$ cat config.mk
export PLATFORM = sky130hd
export DESIGN_NAME = rpn_stack_calc
export DESIGN_NICKNAME = d
export VERILOG_FILES = /design/src/rtl/rpn_pkg.sv /design/src/rtl/rpn_alu.sv /design/src/rtl/rpn_stack_calc.sv
export SDC_FILE = /design/constraint.sdc
export NUM_CORES = 1
export LEC_CHECK = 0
export CAP_MARGIN = 40
export CORE_MARGIN = 4
export CORE_UTILIZATION = 56
export CTS_CLUSTER_SIZE = 10
export DETAILED_ROUTE_END_ITERATION = 8
export GPL_ROUTABILITY_DRIVEN = 0
export GPL_TIMING_DRIVEN = 0
export PLACE_DENSITY = 0.77
export SETUP_SLACK_MARGIN = 0.4
export SYNTH_ARGS = -nofsm -noshare
export SYNTH_HDL_FRONTEND = slang
export SYNTH_SLANG_ARGS = --single-unit
$ cat constraint.sdc
create_clock -name clk -period 8.8 [get_ports clk]
set_input_delay 2.2 -clock clk [delete_from_list [all_inputs] [get_ports clk]]
set_output_delay 2.2 -clock clk [all_outputs]
set_load 0.02 [all_outputs]
$ cat src/rtl/rpn_pkg.sv
// rpn_pkg: shared state and opcode encodings for the RPN stack calculator.
package rpn_pkg;

    localparam logic [2:0] ST_ERROR = 3'b111;

    typedef enum logic [2:0] {
        S_WAIT  = 3'b000,
        S_PUSH  = 3'b001,
        S_EXEC  = 3'b010,
        S_WB    = 3'b011,
        S_ERROR = ST_ERROR
    } state_t;

    typedef enum logic [2:0] {
        OP_ADD = 3'b000,
        OP_SUB = 3'b001,
        OP_AND = 3'b010,
        OP_OR  = 3'b011,
        OP_XOR = 3'b100,
        OP_MUL = 3'b101
    } opcode_t;

endpackage

$ cat src/rtl/rpn_alu.sv
// rpn_alu: combinational RPN operator unit, results truncated to WIDTH bits.
// Multiply (opcode 101) exists only when RPN_MUL_EN is defined; otherwise it is flagged illegal.
module rpn_alu
    import rpn_pkg::*;
#(
    parameter int WIDTH = 16
) (
    input  logic [WIDTH-1:0] a,
    input  logic [WIDTH-1:0] b,
    input  opcode_t          op,
    output logic [WIDTH-1:0] result,
    output logic             illegal
);

    always_comb begin
        result  = '0;
        illegal = 1'b0;
        case (op)
            OP_ADD:  result = a + b;
            OP_SUB:  result = a - b;
            OP_AND:  result = a & b;
            OP_OR:   result = a | b;
            OP_XOR:  result = a ^ b;
`ifdef RPN_MUL_EN
            OP_MUL:  result = a * b;
`endif
            default: illegal = 1'b1;
        endcase
    end

endmodule

$ cat src/rtl/rpn_stack_calc.sv
// rpn_stack_calc: RPN calculator controller with an operand stack and sticky error flags.
// Opcode 101 (multiply) is legal only when RPN_MUL_EN is defined (see rpn_alu).
module rpn_stack_calc
    import rpn_pkg::*;
#(
    parameter int WIDTH = 16,
    parameter int DEPTH = 4,
    localparam int CNT_W = $clog2(DEPTH + 1)
) (
    input  logic             clk,
    input  logic             reset,
    input  logic             enter_pulse,
    input  logic             is_op,
    input  logic [WIDTH-1:0] data_in,
    input  logic [2:0]       opcode_in,
    output logic [WIDTH-1:0] top_value,
    output logic [CNT_W-1:0] depth,
    output logic [2:0]       status,
    output logic             busy,
    output logic             result_valid,
    output logic             err_overflow,
    output logic             err_underflow,
    output logic             err_badop
);

    localparam int IDX_W = $clog2(DEPTH);

    state_t           state, next;
    logic [WIDTH-1:0] stack [DEPTH];
    logic [WIDTH-1:0] hold_data, result_reg, alu_result;
    opcode_t          hold_op, alu_op;
    logic             alu_illegal, push_en, wb_en, clr, ld_hold;
    logic             set_ovf, set_unf, set_bad, valid;
    logic [IDX_W-1:0] top_idx, sec_idx, push_idx;

    assign top_idx  = IDX_W'(depth - CNT_W'(1));
    assign sec_idx  = IDX_W'(depth - CNT_W'(2));
    assign push_idx = IDX_W'(depth);
    // In WAIT the ALU only judges legality of the incoming opcode; in EXEC it computes.
    assign alu_op   = (state == S_WAIT) ? opcode_t'(opcode_in) : hold_op;

    rpn_alu #(.WIDTH(WIDTH)) u_alu (
        .a       (stack[sec_idx]),
        .b       (stack[top_idx]),
        .op      (alu_op),
        .result  (alu_result),
        .illegal (alu_illegal)
    );

    always_comb begin
        next    = S_WAIT;
        push_en = 1'b0;
        wb_en   = 1'b0;
        clr     = 1'b0;
        ld_hold = 1'b0;
        set_ovf = 1'b0;
        set_unf = 1'b0;
        set_bad = 1'b0;
        case (state)
            S_WAIT: begin
                ld_hold = enter_pulse;
                if (enter_pulse && !is_op) begin
                    set_ovf = depth == CNT_W'(DEPTH);
                    next    = set_ovf ? S_ERROR : S_PUSH;
                end else if (enter_pulse) begin
                    set_unf = depth < CNT_W'(2);
                    set_bad = !set_unf && alu_illegal;
                    next    = (set_unf || set_bad) ? S_ERROR : S_EXEC;
                end
            end
            S_PUSH:  push_en = 1'b1;
            S_EXEC:  next = S_WB;
            S_WB:    wb_en = 1'b1;
            S_ERROR: begin
                clr  = enter_pulse;
                next = enter_pulse ? S_WAIT : S_ERROR;
            end
            default: next = S_WAIT;
        endcase
    end

    always_ff @(posedge clk) begin
        if (reset) begin
            state         <= S_WAIT;
            depth         <= '0;
            hold_data     <= '0;
            hold_op       <= OP_ADD;
            result_reg    <= '0;
            err_overflow  <= 1'b0;
            err_underflow <= 1'b0;
            err_badop     <= 1'b0;
            for (int i = 0; i < DEPTH; i++) stack[i] <= '0;
        end else begin
            state <= next;
            if (ld_hold) begin
                hold_data <= data_in;
                hold_op   <= opcode_t'(opcode_in);
            end
            if (state == S_EXEC) result_reg <= alu_result;
            if (clr) begin
                depth <= '0;
                for (int i = 0; i < DEPTH; i++) stack[i] <= '0;
            end else if (push_en) begin
                stack[push_idx] <= hold_data;
                depth           <= depth + CNT_W'(1);
            end else if (wb_en) begin
                stack[sec_idx] <= result_reg;
                depth          <= depth - CNT_W'(1);
            end
            err_overflow  <= !clr && (err_overflow || set_ovf);
            err_underflow <= !clr && (err_underflow || set_unf);
            err_badop     <= !clr && (err_badop || set_bad);
        end
    end

    always_comb begin
        valid        = state inside {S_WAIT, S_PUSH, S_EXEC, S_WB, S_ERROR};
        status       = valid ? state : 3'b000;
        busy         = state inside {S_PUSH, S_EXEC, S_WB};
        result_valid = state == S_WB;
        top_value    = (valid && depth != '0) ? stack[top_idx] : '0;
    end

endmodule

==> impl_metrics.json <==
{
  "status": "complete, no violations",
  "ant_nets": 0,
  "fillerInstances": 948,
  "cts_hold_buf": 0,
  "fp.dieH_um": 119,
  "leakagePower_nw": 2.89,
  "crit_type": "flip-flop to output port",
  "required_ns": 6.60,
  "tns_ns": 0,
  "die_area_mm2": 0.0142,
  "ctsLongestPathBuffers": 2,
  "via_per_inst": 6.36,
  "place_hpwl_mm": 15.4,
  "cts_resized": 0,
  "post_cts_buffers": 0,
  "clkTransAtPathRegs_ns": 0.08,
  "fin_nets": 831,
  "whs_path_depth": 2,
  "grt_pass1_wl_mm": 32.1,
  "whs_ns": 0.459,
  "multiInputGateArea_mm2": 0.00382,
  "synth_edf_count": 64,
  "initial_core_util_pct": 57.5,
  "diodes": 0,
  "syn_nets": 772,
  "cts_buffers": 9,
  "seq_area_frac_synth_pct": 40.4,
  "setup_viol": 0,
  "cap_viol_max_count": 0,
  "drt-wirelength-per-cell_um": 22.0,
  "critPathLaunchType": "flip-flop",
  "yosys_most_used_dff": "edfxtp_1",
  "fmax_ghz": 0.154,
  "hold_viol_final": 0,
  "synth_top_cell_area_share_pct": 27.7,
  "place_ws_ns": 2.12,
  "period_minus_slack_ns": 6.51,
  "portBuffers": 48,
  "antenna_found_initial": 0,
  "row_count": 40,
  "clock_latency_ns": 0.36,
  "first_pass_iters": 5,
  "setup_ws_ns": 2.29,
  "syn2layout_area_growth_pct": 14.4,
  "synthCells": 697,
  "core_area_mm2": 0.0121,
  "htree_levels": 3,
  "ioPinCount": 50,
  "ys_top_cells_by_count": "nor2_1 (104), nand2_1 (69), edfxtp_1 (64)",
  "rsz0062_at_grt": "false",
  "drv_slew": 0,
  "synthTopCellsByArea": "edfxtp_1 (28%), dfxtp_1 (13%), mux4_2 (10%)",
  "ys_seq_elements": 108,
  "synth_most_common_cell": "nor2_1",
  "drive_above_1_share_pct": 8.54,
  "powerDensity_mw_per_mm2": 216,
  "drt-initial-drc-count": 663,
  "critPathMaxFanout": 10,
  "fin_crit_sh_pct": 74.0,
  "vias": 5905,
  "cts_root_buffer": "clkbuf_16",
  "grt_start_max_net_pins": 20,
  "cp-end-kind": "output port",
  "min_path_type": "flip-flop to flip-flop",
  "die_w_um": 119,
  "largest_reg_flops": 64,
  "final.setup_skew_ns": 0.0114,
  "critPathArrivalTime_ns": 4.31,
  "seq_area_mm2": 0.00280,
  "vdd_drop_max_mv": 0.159,
  "syn_avg_cell_area_um2": 9.95,
  "slew_headroom_pct": 40.5,
  "synth_area_leader_cell": "edfxtp_1",
  "synthArstFlopShare_pct": 0,
  "drc": 0,
  "synth.distinct_cells": 58,
  "grt_pass1_vias": 5891,
  "routed_wl_mm": 20.5,
  "cts_sinks": 108,
  "grt_overflow": 0,
  "ff2ff_path_depth": 20,
  "ys_warn_count": 0,
  "grt_use_total_pct": 29.4,
  "tightest_slew_ns": 0.891,
  "netlist_area_mm2": 0.00693,
  "cts_tree": "yes"
}
==> metal layers <==
metal	up-vias	GRT usage (%)	share of wire, %
met2	341	48.9	49
li1	2646	-	-
met5	-	0	0
met1	2857	39.0	39
met3	61	4.23	8.8
met4	0	10.9	2.8
==> layout make-up <==
type                    count  area share [%]
flip-flops and latches    108            35.3
well taps                 168            2.65
repair buffers             48            6.05
plain buffers              37            2.14
clock buffers              10            2.89
inverters                  38            1.80
multi-input cells         514            48.1
clock inverters             6            1.02
==> report_power, final <==
group | leakage [nW] | internal, mW | switching, mW
registers | 1.02 | 0.565 | 0.0212
logic | 1.71 | 0.285 | 0.412
clock network | 0.151 | 0.227 | 0.203
total | 2.89 | 1.08 | 0.636
==> worst paths after layout <==
path,from,end,slack [ns]
max,depth[1],top_value[15],2.29
min,hold_data[3],hold_data[3],0.46
max reg2reg,depth[1],result_reg[13],2.65
min reg2reg,hold_data[3],hold_data[3],0.46
==> cell usage in the layout (no fill, tap or decap), types with 15 or more instances in the layout <==
master,synthesis,layout
nand2_1,69,69
mux4_2,32,32
clkdlybuf4s50_1,0,48
xnor2_1,23,23
a21oi_1,47,47
mux2i_1,18,18
edfxtp_1,64,64
clkbuf_1,22,23
inv_1,36,36
o21ai_0,15,15
and2_1,17,17
nor2_1,104,104
ha_1,51,51
dfxtp_1,44,44
==> metrics by stage <==
stage          std cells  power [mW]  area, µm²  util, %
2_1_floorplan        697        1.09       6930        -
3_3_place_gp         913        1.25       7620     63.2
3_5_place_dp         913        1.27       7620     63.2
4_1_cts              929        1.70       7940     65.8
5_1_grt              929        1.80       7940     65.8
6_report             929        1.71       7940     65.8
==> critical path, cell delays in order, from the launching register on <==
cell and delay [ns]:
dfxtp_1 0.47, buf_1 0.56, buf_1 0.56, inv_1 0.17
ha_1 0.33, buf_6 0.15, buf_2 0.34, mux4_2 0.62
and2_1 0.20, clkdlybuf4s50_1 0.54
==> kinds of logic (layout without fill, tap and decap cells) <==
group | Yosys count | in the layout | share of synthesized area, %
fa+ha+maj | 52 | 52 | 9.49
buf+inv | 75 | 139 | 4.51
mux | 51 | 51 | 13.2
simple gates | 239 | 239 | 15.3
compound gates | 145 | 145 | 13.7
xor+xnor | 27 | 27 | 3.41
flops | 108 | 108 | 40.4
Note: power is estimated with default switching activity, not from simulation.
